==> src/rtl/data_memory_arbiter.sv <==
// Round-robin arbiter sharing one registered-read data memory between LSU (p0) and debug/DMA (p1), with RMW lock.
// Latency: grant combinational in the request cycle; read data returned exactly one cycle after grant.
// Backpressure: a losing or locked-out requester holds req until gnt; responses cannot be stalled.
module data_memory_arbiter #(
  parameter int ADDR_WIDTH = 15
) (
  input  logic                  clock,
  input  logic                  reset,
  input  logic                  p0_req,
  input  logic                  p0_we,
  input  logic                  p0_lock,
  input  logic [ADDR_WIDTH-1:0] p0_addr,
  input  logic [3:0]            p0_be,
  input  logic [31:0]           p0_wdata,
  output logic                  p0_gnt,
  output logic                  p0_rvalid,
  output logic [31:0]           p0_rdata,
  input  logic                  p1_req,
  input  logic                  p1_we,
  input  logic                  p1_lock,
  input  logic [ADDR_WIDTH-1:0] p1_addr,
  input  logic [3:0]            p1_be,
  input  logic [31:0]           p1_wdata,
  output logic                  p1_gnt,
  output logic                  p1_rvalid,
  output logic [31:0]           p1_rdata,
  output logic [ADDR_WIDTH-1:0] mem_address,
  output logic [3:0]            mem_byteena,
  output logic [31:0]           mem_data,
  output logic                  mem_wren,
  input  logic [31:0]           mem_q
);

  typedef enum logic [1:0] {
    UNLOCKED = 2'd0,
    LOCKED0  = 2'd1,
    LOCKED1  = 2'd2
  } lock_state_t;

  lock_state_t state, state_nxt;
  logic        last_gnt;
  logic        rsp_valid;
  logic        rsp_port;

  // The lock owner's own access decides the next lock state, so one rule covers take, keep and release.
  always_comb begin
    p0_gnt    = 1'b0;
    p1_gnt    = 1'b0;
    state_nxt = state;
    if (!reset) begin
      case (state)
        LOCKED0: p0_gnt = p0_req;
        LOCKED1: p1_gnt = p1_req;
        default: begin
          if (p0_req && p1_req) begin
            p0_gnt = last_gnt;
            p1_gnt = !last_gnt;
          end else begin
            p0_gnt = p0_req;
            p1_gnt = p1_req;
          end
        end
      endcase
      if (p0_gnt) begin
        state_nxt = p0_lock ? LOCKED0 : UNLOCKED;
      end else if (p1_gnt) begin
        state_nxt = p1_lock ? LOCKED1 : UNLOCKED;
      end
    end
  end

  always_comb begin
    mem_address = p0_addr;
    mem_data    = p0_wdata;
    mem_byteena = 4'b0000;
    mem_wren    = 1'b0;
    if (p1_gnt) begin
      mem_address = p1_addr;
      mem_data    = p1_wdata;
      mem_byteena = p1_be;
      mem_wren    = p1_we;
    end else if (p0_gnt) begin
      mem_byteena = p0_be;
      mem_wren    = p0_we;
    end
  end

  always_ff @(posedge clock) begin
    if (reset) begin
      state     <= UNLOCKED;
      last_gnt  <= 1'b1;
      rsp_valid <= 1'b0;
      rsp_port  <= 1'b0;
    end else begin
      state     <= state_nxt;
      rsp_valid <= (p0_gnt && !p0_we) || (p1_gnt && !p1_we);
      rsp_port  <= p1_gnt;
      if (p0_gnt || p1_gnt) begin
        last_gnt <= p1_gnt;
      end
    end
  end

  // Reset also masks a response already in flight so nothing leaks out while reset is high.
  assign p0_rvalid = rsp_valid && !rsp_port && !reset;
  assign p1_rvalid = rsp_valid && rsp_port && !reset;
  assign p0_rdata  = p0_rvalid ? mem_q : 32'h0;
  assign p1_rdata  = p1_rvalid ? mem_q : 32'h0;

endmodule

==> config.mk <==
export PLATFORM = sky130hd
export DESIGN_NAME = data_memory_arbiter
export DESIGN_NICKNAME = d
export VERILOG_FILES = /design/src/rtl/data_memory_arbiter.sv
export SDC_FILE = /design/constraint.sdc
export NUM_CORES = 1
export LEC_CHECK = 0
export CORE_AREA = 5 5 98 100
export CTS_CLUSTER_DIAMETER = 80
export CTS_CLUSTER_SIZE = 28
export DETAILED_ROUTE_END_ITERATION = 7
export DIE_AREA = 0 0 103 105
export PLACE_DENSITY_LB_ADDON = 0.08
export SLEW_MARGIN = 40
export SYNTH_ARGS = -nofsm -noshare
export SYNTH_HDL_FRONTEND = slang
export SYNTH_SLANG_ARGS = --single-unit
export TNS_END_PERCENT = 10
==> constraint.sdc <==
create_clock -name clock -period 3.8 [get_ports clock]
set_input_delay 0.95 -clock clock [delete_from_list [all_inputs] [get_ports clock]]
set_output_delay 0.95 -clock clock [all_outputs]
set_load 0.1 [all_outputs]
# After elaboration in Yosys (flattened, before gate mapping)
# Index checks and enable logic that the tools add are counted.
[totals]
reg_bits = 5
input_bits = 142
wordCells = 41
[classes]
n_eq_ne = 2
muxes = 20
n_reduce_logical = 15
[ops]
columns = ["cell", "count"]
rows = [
  ["32-bit two-way mux", 3],
  ["15-bit two-way mux", 1],
  ["1-bit two-way mux", 9],
  ["4-bit two-way mux", 2],
  ["1-bit logical AND", 7],
  ["2-bit two-way mux", 3],
  ["1-bit zero test", 5],
  ["1-bit one-hot mux with 2 select lines", 2],
  ["2-bit by 1-bit == test with 1-bit output, second input constant", 1],
  ["2-bit == test, second input constant", 1],
  ["1-bit logical OR", 2],
  ["2-bit nonzero test", 1],
]

# Logic depth before layout (Yosys ltp)
# Gate-level depths: netlist (run 1).
[depth]
depth_word = 7
depth_mapped = 8

# Worst setup path after synthesis (run 1)
# No wires, ideal clock.
[synth_path]
kind = "input to output"
start = "input port reset"
end = "output port p0_rdata[22]"
t_arrival_ns = 3.198
required_time_ns = 2.850
slack_ns = -0.348
cell_stages = 3
path_buffers = 1
cell_sequence = "nor3b_1 clkbuf_1 and2_1"
[synth_via]
elab_chain_cells = 3
[synth_rtl]
columns = ["element", "line", "text"]
rows = [
  ["start: declaration", "8", "input logic reset,"],
  ["1-bit zero test", "105", "assign p0_rvalid = rsp_valid && !rsp_port && !reset;"],
  ["1-bit logical AND", "105", ""],
  ["via p0_rvalid", "16", "output logic p0_rvalid,"],
  ["32-bit two-way mux", "107", "assign p0_rdata = p0_rvalid ? mem_q : 32'h0;"],
  ["end: declaration", "17", "output logic [31:0] p0_rdata,"],
]
# The timed path passes the listed nets, and every way through them passes these cells.

# Worst setup path after layout (run 1)
[layout_path]
start = "input port reset"
end = "output port mem_address[9]"
[layout_via]
elab_chain_cells = 2
[layout_rtl]
columns = ["element", "line", "text"]
rows = [
  ["1-bit two-way mux", "50", "if (!reset) begin"],
  ["15-bit two-way mux", "77", "if (p1_gnt) begin"],
  ["end: declaration", "27", "output logic [ADDR_WIDTH-1:0] mem_address,"],
]
# Every way passes these cells.

==> results of run 1 <==
## cell families after synthesis
| kind of cell | after synthesis | share of synthesized area, % |
|---|---|---|
| AND/OR/NAND/NOR | 81 | 36.4 |
| AO/OA/AOI/OAI | 13 | 6.58 |
| multiplexers | 48 | 42.1 |
| adder cells (fa/ha/maj) | 2 | 1.83 |
| flip-flops | 5 | 7.31 |
| buffers and inverters | 16 | 5.75 |
## cell usage after synthesis, types with 2 or more instances
cell | instances | area, um2
sky130_fd_sc_hd__inv_1 | 4 | 15.0
sky130_fd_sc_hd__buf_2 | 3 | 15.0
sky130_fd_sc_hd__dfxtp_1 | 5 | 100
sky130_fd_sc_hd__nand2_1 | 5 | 18.8
sky130_fd_sc_hd__nand3_1 | 4 | 20.0
sky130_fd_sc_hd__ha_1 | 2 | 25.0
sky130_fd_sc_hd__a21oi_1 | 5 | 25.0
sky130_fd_sc_hd__and2_1 | 64 | 400
sky130_fd_sc_hd__o21ai_0 | 2 | 10.0
sky130_fd_sc_hd__mux2_4 | 10 | 150
sky130_fd_sc_hd__clkbuf_1 | 7 | 26.3
sky130_fd_sc_hd__mux2_2 | 37 | 417
sky130_fd_sc_hd__buf_6 | 2 | 22.5
## how the worst max path moves through the flow
stage | from | cells after the start | to | slack (ns)
after floorplan | p0_req | 4 | mem_wren | -0.22
after global placement | p0_req | 7 | mem_data[13] | 0.25
after detailed placement | p0_req | 7 | mem_data[8] | 0.22
after CTS | p0_req | 7 | mem_data[8] | 0.21
after global routing | p0_req | 7 | mem_address[8] | 0.15
final | reset | 5 | mem_address[9] | 0.24
## final cells by class
type                    instances  area (um2)
repair buffers                268        3880
fillers                       687        3220
multi-input cells             144        1200
well taps                     108         135
flip-flops and latches          5         100
clock buffers                   4        45.0
inverters                       4        15.0
## flip-flops by register name, indices dropped and copies added (netlist names)
name       flops
rsp_port       1
last_gnt       1
state          2
rsp_valid      1
## stage by stage
| stage | cells | hold slack, ns | TNS (ns) | util, % | setup WS [ns] |
|---|---|---|---|---|---|
| after global routing | 533 | 0.555 | 0 | 62.5 | 0.149 |
| after detailed placement | 529 | 0.511 | 0 | 62.0 | 0.218 |
| after floorplan | 165 | 0.474 | -3.01 | - | -0.217 |
| after CTS | 533 | 0.516 | 0 | 62.5 | 0.211 |
| after global placement | 529 | 0.492 | 0 | 62.0 | 0.253 |
| final | 533 | 0.506 | 0 | 62.5 | 0.240 |
## critical path, cell delays in order
cell	delay, ns
sky130_fd_sc_hd__clkdlybuf4s50_1	0.58
sky130_fd_sc_hd__nor2_4	0.21
sky130_fd_sc_hd__buf_4	0.28
sky130_fd_sc_hd__mux2_2	0.40
sky130_fd_sc_hd__buf_12	0.17
## layer usage
layer / GRT usage [%] / vias to the layer above
li1: - / 1082
met1: 14.7 / 989
met2: 31.2 / 155
met3: 7.59 / 8
met4: 3.52 / 0
met5: 0 / -
## where the power goes
part           internal (mW)  total, mW  switching [mW]  leakage [nW]
combinational          0.450       1.08           0.632          2.13
sequential            0.0573     0.0602         0.00284        0.0411
clock                 0.0719     0.0969          0.0250        0.0228
total                  0.579       1.24           0.660          2.20
==> impl_metrics.yaml, run 1 <==
status:
  status: "complete, no violations"
worst_hold_path:
  hold-path-endpoint: "state[0]"
  holdPathStages: 2
  worstHoldStart: "state[0]"
  holdCritPathClass: "register to register"
cts:
  cts_setup_buffers: 0
  cts_inserted_buffers: 3
  clock_tree_from_tritoncts: "yes"
  cts_max_path_buffers: 2
  cts.sinks: 5
  cts.root.buffer_cell: "sky130_fd_sc_hd__clkbuf_8"
  cts-htree-levels: 1
  cts_hold_buffers: 0
  postCtsResizedCells: 0
  clk_latency_ns: 0.22
  clkTransAtPathRegs_ns: 0.03
timing:
  grt_setup_unrepaired: "false"
  post_layout_min_period_ns: 3.56
  finalCritPeriodShare_pct: 93.7
  worst_slew_margin_rel_pct: 76.5
  slew_viol_final: 0
  slew_at_the_pin_closest_to_its_max_slew_limit_ns: 0.351
  finalSetupViolations: 0
  fmax_mhz: 281
  final_hold_vio_count: 0
  finalClockSkew_ns: 0.00191
final_layout:
  num-nets-final: 570
  most-common-layout-cells: "sky130_fd_sc_hd__clkdlybuf4s50_1, sky130_fd_sc_hd__buf_12, sky130_fd_sc_hd__and2_1"
  antennaDiodeCount: 0
  drive_gt1_share_pct: 42.6
  postLayoutCellArea_um2: 5370
  mostFrequentLayoutCell: "sky130_fd_sc_hd__clkdlybuf4s50_1"
  synth_to_layout_area_growth_pct: 292
critical_path:
  rrSetupSlack_ns: 2.22
  reg2reg_capture_point: "state[0]"
  critPathRequiredTime_ns: 2.85
  r2r.worst_path.cells: 6
  critical_path_peak_fanout: 18
  worst-setup-path-type: "input pin to output port"
  critical_path_arrival_ns: 2.61
  r2r-start: "state[0]"
  crit_start_category: "input pin"
  kind_of_capture_point_of_the_worst_setup_path: "output port"
synthesis:
  ys_dominant_reg_cell: "sky130_fd_sc_hd__dfxtp_1"
  post_synth_num_cell_types: 28
  ys_async_sr_fraction_pct: 0
  synth-seq-cells: 5
  syn_inst: 165
  synth_enable_flop_cells: 0
  mappedNetlistArea_um2: 1370
  postSynthNetCount: 309
  synthesis.area_per_instance_um2: 8.30
  synth_warnings: 0
  synth_seq_area_share_pct: 7.31
drt:
  drt_iter0_drc: 43
  drc: 0
  met3RoutedLength_um: 1310
  routed_wirelength_um: 9250
  via_per_inst: 4.19
  wl_per_cell_um: 17.3
  route.met2.wl_um: 4970
  highest-signal-layer: "met4"
  drtAntennaViolNets: 0
  m1WireLength_um: 2810
  detailroute.via_count: 2234
  detail_route.first_pass.iterations: 4
pwr:
  power.ir.vdd_worst_uv: 163
  p_per_area_nw_per_um2: 231
  cellLeakagePower_nw: 2.20
  design_power_mw: 1.24
global_routing:
  grt_antenna_before_repair: 0
  first_global_vias: 2451
  grt_first_pass_wirelength_um: 13500
  globalRouteOverflowTotal: 0
  grt_start_max_net_pins: 34
  gr-usage-all-layers_pct: 16.1
place:
  hpwlAfterDp_um: 8460
  globalplace.congestion: 0.773
  io_buffers: 261
  placement.cell_area_um2: 5330
floorplan:
  num_rows: 34
  die_x_um: 103
  initial_core_utilization_pct: 15.9
  floorplan.die_area_um2: 10800
  fp.coreArea_um2: 8590
  die_h_um: 105
  ioPinCount: 262
job:
  reported_max_cap_violation_count: 0
No activity file was read; power rests on OpenSTA's default activity.
==> run 2, diff against run 1 <==
Settings changed: CORE_AREA 5 5 98 100 to 5 5 100 102, DIE_AREA 0 0 103 105 to 0 0 105 107.
Clock period 3.8 ns to 3.3 ns, I/O delays scaled along.
==> impl_metrics.yaml, run 2 (synthesis results as in run 1) <==
global_routing:
  grt_start_max_net_pins: 34
  grt_first_pass_wirelength_um: 14400
  first_global_vias: 2479
  met1_usage_grt_pct: 16.8
  gr-usage-all-layers_pct: 16.1
  grt-busiest-layer: "met2"
  grt_util_met3_pct: 5.72
  grt_antenna_before_repair: 0
  grt.met2_usage_pct: 31.2
  globalRouteOverflowTotal: 0
floorplan:
  floorplan.die_area_um2: 11200
  die_x_um: 105
  ioPinCount: 262
  die_h_um: 107
  num_rows: 35
  fp.coreArea_um2: 9020
  initial_core_utilization_pct: 15.2
timing:
  fmax_mhz: 322
  finalSetupTns_ns: 0
  worst_slew_margin_rel_pct: 82.6
  grt_setup_unrepaired: "false"
  slew_viol_final: 0
  post_layout_min_period_ns: 3.11
  finalSetupViolations: 0
  finalCritPeriodShare_pct: 94.2
  slew_at_the_pin_closest_to_its_max_slew_limit_ns: 0.258
  finalClockSkew_ns: 0.000721
  final_hold_vio_count: 0
place:
  hpwlAfterDp_um: 8890
  globalplace.congestion: 0.729
  numPlacedInstances: 533
  io_buffers: 261
final_layout:
  most_flops_register: "state"
  largest_reg_flops: 2
  drive_gt1_share_pct: 44.5
  antennaDiodeCount: 0
  num-nets-final: 581
  mostFrequentLayoutCell: "sky130_fd_sc_hd__clkdlybuf4s50_1"
  most-common-layout-cells: "sky130_fd_sc_hd__clkdlybuf4s50_1, sky130_fd_sc_hd__buf_12, sky130_fd_sc_hd__and2_1"
  synth_to_layout_area_growth_pct: 309
  postLayoutCoreUtil_pct: 62.1
  layoutNonFillerInstCount: 547
critical_path:
  critical-path-slowest-cell: "sky130_fd_sc_hd__ha_1"
  critical_path_peak_fanout: 9
  timing.critical_path.buf_inv: 5
  critPathMaxStageDelay_ns: 0.36
  kind_of_capture_point_of_the_worst_setup_path: "output port"
  critPathRequiredTime_ns: 2.47
  worst-setup-path-type: "register to output port"
  crit_start_category: "register"
  cp_common_cell: "sky130_fd_sc_hd__buf_12"
  crit_path_cell_trace: "inv_1, ha_1, nand3_2, o211ai_2, nor2_4, buf_6, buf_12, buf_8, mux2_2, buf_12"
  cpLargestDelayFamily: "buffers and inverters"
  critical_path_arrival_ns: 2.28
drt:
  drc: 0
  drt_iter0_drc: 40
  detailroute.via_count: 2332
  detail_route.first_pass.iterations: 4
  via_per_inst: 4.26
  routed_wirelength_um: 10200
  drtAntennaViolNets: 0
  wl_per_cell_um: 18.6
pwr:
  cell_internal_pwr_uw: 701
  power_switching_uw: 777
  power.ir.vdd_worst_uv: 239
  p_per_area_nw_per_um2: 264
  switching_share_of_power_pct: 52.6
  cellLeakagePower_nw: 2.33
  share_seq_of_total_power_pct: 4.7
  clock_power_share_pct: 7.6
  power.share.combinational_pct: 87.7
status:
  status: "complete, no violations"
cts:
  clkTransAtPathRegs_ns: 0.04
  cts_max_path_buffers: 2
  clock_tree_from_tritoncts: "yes"
  cts.root.buffer_cell: "sky130_fd_sc_hd__clkbuf_8"
  clk_latency_ns: 0.22
  cts.sinks: 5
  cts_inserted_buffers: 3
  cts-htree-levels: 1
worst_hold_path:
  holdCritPathClass: "register to register"
job:
  reported_max_cap_violation_count: 0
run 2: cell count changes in the layout (fill, tap and decap cells not counted), sizes merged:
cell | previous run | this run
dlymetal6s2s | 0 | 3
clkbuf | 4 | 7
clkdlybuf4s50 | 141 | 138
buf | 127 | 135
run 2: worst register-to-register path, cell delays in order (launching register included):
cell and delay, ns:
sky130_fd_sc_hd__dfxtp_1 0.32, sky130_fd_sc_hd__inv_1 0.06, sky130_fd_sc_hd__ha_1 0.36, sky130_fd_sc_hd__o21ai_0 0.25, sky130_fd_sc_hd__a31oi_1 0.07, sky130_fd_sc_hd__buf_4 0.17, sky130_fd_sc_hd__nand2b_1 0.12, sky130_fd_sc_hd__o32ai_1 0.10
run 2: power by group through the flow:
stage               Combinational, mW  Clock (mW)  Sequential [mW]
floorplan                       0.707           0           0.0691
global placement                 1.26           0           0.0700
detailed placement               1.26           0           0.0702
CTS                              1.27       0.117           0.0693
global route                     1.34       0.121           0.0698
finish                           1.30       0.113           0.0692
run 2: routing by layer:
metal  up-vias  routed length [um]
li1       1110                   -
met1      1060                3330
met2       154                5750
met3         8                 995
met4         0                 101
met5         -                   0
run 2: what timing repair did:
action	CTS	global route
setup endpoints to repair	0	48
setup buffers	0	8
gates resized for setup	0	14
hold buffers	0	0
run 2: path summary, 6_finish.rpt:
kind	from	depth (start not counted)	slack, ns	endpoint
worst max-delay path	state[0]	10	0.19	mem_address[10]
worst min-delay path	state[0]	2	0.50	state[0]
worst max register to register	state[0]	7	1.72	rsp_valid
worst min register to register	state[0]	2	0.50	state[0]
run 2: per-stage QoR:
stage	power, mW	hold WS (ns)	area, um2	setup slack [ns]
floorplan	0.776	0.474	1380	-0.467
global placement	1.33	0.493	5370	0.0378
detailed placement	1.33	0.502	5370	0.00753
CTS	1.45	0.509	5410	0.00110
global route	1.53	0.532	5610	0.0769
finish	1.48	0.500	5610	0.192
run 2: layout make-up:
type                            count  area [um2]
Sequential cell                     5         100
Inverter                            4        15.0
Tap cell                          111         139
Fill cell                         730        3420
Clock buffer                        4        45.0
Multi-Input combinational cell    144        1220
Timing Repair Buffer              279        4080
